**config.mk**
```make
export PLATFORM = sky130hd
export DESIGN_NAME = axi3_rd_arbiter
export DESIGN_NICKNAME = d
export VERILOG_FILES = /design/src/rtl/axi3_rd_arbiter.sv
export SDC_FILE = /design/constraint.sdc
export NUM_CORES = 1
export LEC_CHECK = 0
export ABC_AREA = 1
export CORE_MARGIN = 2
export CORE_UTILIZATION = 30
export CTS_BUF_LIST = sky130_fd_sc_hd__clkbuf_4 sky130_fd_sc_hd__clkbuf_8
export DETAILED_ROUTE_END_ITERATION = 8
export GPL_ROUTABILITY_DRIVEN = 1
export GPL_TIMING_DRIVEN = 0
export PLACE_DENSITY = 0.68
export REMOVE_ABC_BUFFERS = 1
export SLEW_MARGIN = 40
export SYNTH_ARGS = -nofsm -noshare
export SYNTH_HDL_FRONTEND = slang
export SYNTH_SLANG_ARGS = --single-unit
```
**constraint.sdc**
```tcl
create_clock -name clk -period 2.35 [get_ports clk]
set_clock_uncertainty 0.05 [all_clocks]
set_input_delay 0.47 -clock clk [delete_from_list [all_inputs] [get_ports clk]]
set_output_delay 0.47 -clock clk [all_outputs]
set_load 0.005 [all_outputs]
```
**src/rtl/axi3_rd_arbiter.sv**
```systemverilog
// axi3_rd_arbiter: shares one AXI3 read port among NUM_REQ requesters
// (icache refill, dcache refill, stream_buffer prefetch). At most one burst
// is in flight: the winner's AR fields are captured, issued on the master
// port, and its R beats are steered back using the registered grant index.
//
// Optional feature: define AXI_RD_ARB_FIXED_PRIO_EN to give requester 0
// absolute priority; requesters 1..NUM_REQ-1 then share round-robin.
module axi3_rd_arbiter #(
  parameter int NUM_REQ    = 3,
  parameter int BUS_WIDTH  = 4,
  parameter int ADDR_WIDTH = 32,
  parameter int DATA_WIDTH = 32
) (
  input  logic                          clk,
  input  logic                          rst_n,
  // requester AR channels
  input  logic [NUM_REQ-1:0]            s_arvalid,
  output logic [NUM_REQ-1:0]            s_arready,
  input  logic [NUM_REQ*ADDR_WIDTH-1:0] s_araddr,
  input  logic [NUM_REQ*4-1:0]          s_arlen,
  input  logic [NUM_REQ*3-1:0]          s_arsize,
  input  logic [NUM_REQ*2-1:0]          s_arburst,
  // requester R channels (data/resp/last shared)
  output logic [NUM_REQ-1:0]            s_rvalid,
  input  logic [NUM_REQ-1:0]            s_rready,
  output logic [DATA_WIDTH-1:0]         s_rdata,
  output logic [1:0]                    s_rresp,
  output logic                          s_rlast,
  // master AR channel
  output logic [BUS_WIDTH-1:0]          m_arid,
  output logic [ADDR_WIDTH-1:0]         m_araddr,
  output logic [3:0]                    m_arlen,
  output logic [2:0]                    m_arsize,
  output logic [1:0]                    m_arburst,
  output logic                          m_arvalid,
  input  logic                          m_arready,
  // master R channel
  input  logic [BUS_WIDTH-1:0]          m_rid,
  input  logic [DATA_WIDTH-1:0]         m_rdata,
  input  logic [1:0]                    m_rresp,
  input  logic                          m_rlast,
  input  logic                          m_rvalid,
  output logic                          m_rready
);

  localparam int GW = (NUM_REQ > 1) ? $clog2(NUM_REQ) : 1;
  localparam int SW = GW + 1;

  typedef enum logic [1:0] {
    IDLE = 2'd0,
    ADDR = 2'd1,
    DATA = 2'd2
  } state_t;

  state_t                state;
  logic [GW-1:0]         ptr;
  logic [GW-1:0]         g;
  logic                  in_data;
  logic [ADDR_WIDTH-1:0] addr_q;
  logic [3:0]            len_q;
  logic [2:0]            size_q;
  logic [1:0]            burst_q;

  logic                  found;
  logic [GW-1:0]         pick;
  logic [SW-1:0]         sum;
  logic [GW-1:0]         ptr_next;

  // Beats are steered by the registered grant only, so the returned ID is
  // deliberately ignored.
  logic unused_rid;
  assign unused_rid = ^m_rid;

  // Per-requester views of the packed AR buses.
  logic [ADDR_WIDTH-1:0] req_addr  [NUM_REQ];
  logic [3:0]            req_len   [NUM_REQ];
  logic [2:0]            req_size  [NUM_REQ];
  logic [1:0]            req_burst [NUM_REQ];

  for (genvar i = 0; i < NUM_REQ; i++) begin : g_unpack
    assign req_addr[i]  = s_araddr[i*ADDR_WIDTH +: ADDR_WIDTH];
    assign req_len[i]   = s_arlen[i*4 +: 4];
    assign req_size[i]  = s_arsize[i*3 +: 3];
    assign req_burst[i] = s_arburst[i*2 +: 2];
  end

`ifdef AXI_RD_ARB_FIXED_PRIO_EN
  logic [GW-1:0] base;

  // Winner search: requester 0 first, then round-robin over 1..NUM_REQ-1.
  always_comb begin
    // NOTE: combinational logic uses blocking assignments and gives every
    // output a default first, so no latch is inferred on any path.
    found = 1'b0;
    pick  = '0;
    sum   = '0;
    base  = (ptr == '0) ? GW'(1) : ptr;
    if (s_arvalid[0]) begin
      found = 1'b1;
    end else begin
      for (int k = 0; k < NUM_REQ - 1; k++) begin
        sum = {1'b0, base} + SW'(k);
        if (sum >= SW'(NUM_REQ)) sum = sum - SW'(NUM_REQ - 1);
        if (!found && s_arvalid[sum[GW-1:0]]) begin
          found = 1'b1;
          pick  = sum[GW-1:0];
        end
      end
    end
  end

  // Pointer after a burst: unchanged for requester 0, else next in 1..N-1.
  always_comb begin
    if (g == '0) begin
      ptr_next = ptr;
    end else if (g == GW'(NUM_REQ - 1)) begin
      ptr_next = GW'(1);
    end else begin
      ptr_next = g + 1'b1;
    end
  end
`else
  // Winner search: first valid requester at or after ptr, wrapping at NUM_REQ.
  always_comb begin
    // NOTE: combinational logic uses blocking assignments and gives every
    // output a default first, so no latch is inferred on any path.
    found = 1'b0;
    pick  = '0;
    sum   = '0;
    for (int k = 0; k < NUM_REQ; k++) begin
      sum = {1'b0, ptr} + SW'(k);
      if (sum >= SW'(NUM_REQ)) sum = sum - SW'(NUM_REQ);
      if (!found && s_arvalid[sum[GW-1:0]]) begin
        found = 1'b1;
        pick  = sum[GW-1:0];
      end
    end
  end

  // Pointer after a burst: the requester following the one just served.
  always_comb begin
    if (g == GW'(NUM_REQ - 1)) begin
      ptr_next = '0;
    end else begin
      ptr_next = g + 1'b1;
    end
  end
`endif

  // Control FSM: capture winner in IDLE, issue AR in ADDR, stream R in DATA.
  always_ff @(posedge clk or negedge rst_n) begin
    // NOTE: every register, including the captured AR fields, is cleared by
    // reset so a burst abandoned mid-flight leaves nothing behind.
    if (!rst_n) begin
      state     <= IDLE;
      ptr       <= '0;
      g         <= '0;
      m_arvalid <= 1'b0;
      in_data   <= 1'b0;
      addr_q    <= '0;
      len_q     <= '0;
      size_q    <= '0;
      burst_q   <= '0;
    end else begin
      // NOTE: sequential state uses non-blocking assignments so every
      // register samples the pre-edge values of the others.
      case (state)
        IDLE: begin
          if (found) begin
            g         <= pick;
            addr_q    <= req_addr[pick];
            len_q     <= req_len[pick];
            size_q    <= req_size[pick];
            burst_q   <= req_burst[pick];
            m_arvalid <= 1'b1;
            state     <= ADDR;
          end
        end
        ADDR: begin
          if (m_arready) begin
            m_arvalid <= 1'b0;
            in_data   <= 1'b1;
            state     <= DATA;
          end
        end
        DATA: begin
          if (m_rvalid && m_rready && m_rlast) begin
            in_data <= 1'b0;
            ptr     <= ptr_next;
            state   <= IDLE;
          end
        end
        default: begin
          m_arvalid <= 1'b0;
          in_data   <= 1'b0;
          state     <= IDLE;
        end
      endcase
    end
  end

  assign m_arid    = BUS_WIDTH'(g);
  assign m_araddr  = addr_q;
  assign m_arlen   = len_q;
  assign m_arsize  = size_q;
  assign m_arburst = burst_q;

  // Handshake and R-valid steering: only the granted bit can ever be set.
  always_comb begin
    s_arready = '0;
    s_rvalid  = '0;
    for (int i = 0; i < NUM_REQ; i++) begin
      if (g == GW'(i)) begin
        s_arready[i] = m_arvalid & m_arready;
        s_rvalid[i]  = in_data & m_rvalid;
      end
    end
  end

  assign m_rready = in_data & s_rready[g];
  assign s_rdata  = in_data ? m_rdata : '0;
  assign s_rresp  = in_data ? m_rresp : 2'b00;
  assign s_rlast  = in_data & m_rlast;

endmodule

```
==> summary.md <==
| Metric | Value |
|---|---|
| Root Driver | `clkbuf_8` |
| GRT Total Usage | `0.219` |
| Synth Instances | `585` |
| Worst setup SP type | `input port` |
| Most common cell after layout, fill and taps aside | `clkdlybuf4s50_1` |
| Synth warn | `0` |
| Data arrival, critical path | `1.73 ns` |
| Setup TNS | `0 ns` |
| Placed instance area | `6700 sq um` |
| Ant diodes | `0` |
| Total routed wirelength | `16300 microns` |
| Finished Cell Area | `7260 sq um` |
| Fillers | `1323` |
| VDD IR max | `0.000448 V` |
| Final Util | `0.546` |
| Req. time, crit path | `1.83 ns` |
| Core Area | `13300 sq um` |
| DPL Wire Length | `10300 microns` |
| Unrepaired setup endpoints after global routing | `true` |
| Max-slew violations | `0` |
| Largest net degree at the start of global routing | `45` |
| Die width | `121 microns` |
| Post-DRT Antenna Nets | `0` |
| Starting Density | `0.309` |
| Global-route wire length before repair | `24700 microns` |
| CP peak stage delay | `0.50 ns` |
| Outcome | `completed` |
| Layout Cells excl Fill | `1020` |
| Met1 GRT Util | `0.265` |
| CTS Buf Count | `5` |
| H-tree depth | `2` |
| Min Clock Period, post-route | `2.25 ns` |
| CTS Sinks | `49` |
| Via density | `4.56` |
| CTS tree | `done` |
| Clk_lat worst skew | `0.31 ns` |
| I/O pin count | `260` |
| Rel. slew slack | `0.569` |
| Routability cong. | `0.776` |
| HP Class | `input port to flop` |
| Max_cap viols | `0` |
| Worst Tran Pin Value | `0.646 ns` |
| Grt ovf | `0` |
| Clk buf depth | `2` |
| CP max FO | `3` |
| Vias in the first global route | `4492` |
| Cell area power density | `1120 nW/um^2` |
| Placed Cells | `984` |
| Grt peak-use layer | `met2` |
| Core Rows | `42` |
| Vias | `4649` |
| Final setup viols | `0` |
| Met2 Usage GRT | `0.377` |
| Final hold vios | `0` |
| Layout Nets | `1019` |
| Syn_area_per_cell | `7.02 sq um` |
| Netlist Area Pre-Place | `4100 sq um` |
| DRT iter0 DRCs | `163` |
| Grt met3 use | `0.0644` |
| Leak pwr | `3.61 nW` |
| Crit. End Element | `primary output` |
| Reg clk slew, reported paths | `0.09 ns` |
| Die Y | `121 microns` |
| CP max stage cell | `clkdlybuf4s50_1` |
| Kind of critical path | `input port to primary output` |
| CP Cell Sequence | `clkdlybuf4s50_1 -> nand3_1 -> nand3_2 -> nand2_1 -> inv_1 -> clkdlybuf4s50_1` |
| Crit-path most repeated cell | `clkdlybuf4s50_1` |
| Seq/Total Area, Yosys | `0.299` |
| Peak Freq | `444 MHz` |
| Highest-count cells in the layout ignoring fill and taps | `clkdlybuf4s50_1 (251), inv_1 (131), nand2_1 (114)` |
| Post-route DRC | `0` |
| Cell variety after synth | `27` |
| Area added between synthesis and finish | `76.8%` |
| FF+latch count, synth | `49` |
| Input/output buffers | `253` |
| Area of the die | `14600 sq um` |
| Final Cycle Share | `0.958` |
| Initial antenna violation count | `0` |
| Wirelength per Cell | `16.0 microns` |
| Share of layout cells above drive strength 1 | `0.190` |
| Pre-Repair DR Iteration Count | `4` |
## metrics by stage
step / power (W) / worst slack, ns / hold WS, ns
final: 0.00816 / 0.0989 / 0.464
after global routing: 0.00879 / -0.0227 / 0.498
after CTS: 0.00803 / 0.00895 / 0.477
after detailed placement: 0.00671 / -0.906 / 0.332
after global placement: 0.00666 / -1.46 / 0.448
after floorplan: 0.00441 / -0.284 / 0.124
## cell families after synthesis
logic type	after synthesis	share of synthesized area
other	1	0.000914
and+or+nand+nor	273	0.369
DFF	49	0.299
adders and majority gates	4	0.0122
buffers and inverters	169	0.179
AOI/OAI and AO/OA	89	0.140
## critical path, delay by kind of cell
family,cells,cell delay (ns)
buffers and inverters,3,1.01
and+or+nand+nor,3,0.25
## sequential cells by signal (all words and copies together) (netlist names)
register   cells
ptr            2
m_arburst      2
m_arvalid      1
state          2
in_data        1
m_arlen        4
m_arsize       3
g              2
m_araddr      32
## final cells by class
type	count	area [sq um]	area share
Clock buffer	7	96.3	0.0133
Clock inverter	1	5.00	0.000690
Inverter	136	553	0.0762
Multi-Input combinational cell	375	2380	0.329
Sequential cell	49	1230	0.170
Tap cell	176	220	0.0304
Timing Repair Buffer	275	2750	0.379
Timing Repair inverter	1	16.3	0.00224
## synthesized netlist by cell type
cell type | instances | area share
inv_1 | 131 | 0.12
buf_2 | 16 | 0.020
a21oi_1 | 46 | 0.056
conb_1 | 1 | 0.00091
nand4_1 | 4 | 0.0061
o211ai_1 | 5 | 0.0091
nand3_1 | 29 | 0.035
nand2_4 | 2 | 0.0055
a31oi_1 | 1 | 0.0015
nor2_1 | 52 | 0.048
dfrtp_1 | 49 | 0.30
nand2_2 | 6 | 0.0091
o21ai_1 | 2 | 0.0024
buf_1 | 1 | 0.00091
nand4_4 | 1 | 0.0052
a21oi_2 | 30 | 0.064
inv_2 | 5 | 0.0046
o21ai_2 | 1 | 0.0021
ha_1 | 4 | 0.012
nor3_1 | 1 | 0.0012
nand3_4 | 1 | 0.0043
o21ai_0 | 4 | 0.0049
buf_4 | 5 | 0.0091
nand2_1 | 116 | 0.11
clkbuf_1 | 3 | 0.0027
nand3_2 | 61 | 0.15
buf_6 | 8 | 0.022
## path summary, 6_finish.rpt
check / start / endpoint / slack [ns] / cells past startpoint
max reg2reg: ptr[1] / m_araddr[27] / 0.1 / 11
min in group asynchronous: rst_n / m_araddr[1] / 0.53 / 2
max: s_rready[2] / m_rready / 0.1 / 6
max in group asynchronous: rst_n / m_araddr[16] / 1.26 / 3
min: m_arready / state[0] / 0.46 / 4
min reg2reg: m_araddr[20] / m_araddr[20] / 0.47 / 2
## power breakdown
part,total [W],internal (W),switching (W)
Clock,0.000577,0.000267,0.000310
Sequential,0.00157,0.00128,0.000292
Combinational,0.00601,0.00266,0.00335
## per-layer routing
metal / routed length (microns) / share of wire
met2: 7940 / 0.49
met4: 290 / 0.018
met5: 0 / 0
met3: 1510 / 0.093
met1: 6590 / 0.40
## repair_timing
item	4_1_cts	5_1_grt
endpoints found under the hold margin	20	0
endpoints found under the setup margin	49	47
hold buffers	1	0
buffers inserted	12	7
gates cloned	8	0
resized for setup	25	16
pin swaps	8	1
No activity file was read; power rests on OpenSTA's default activity.
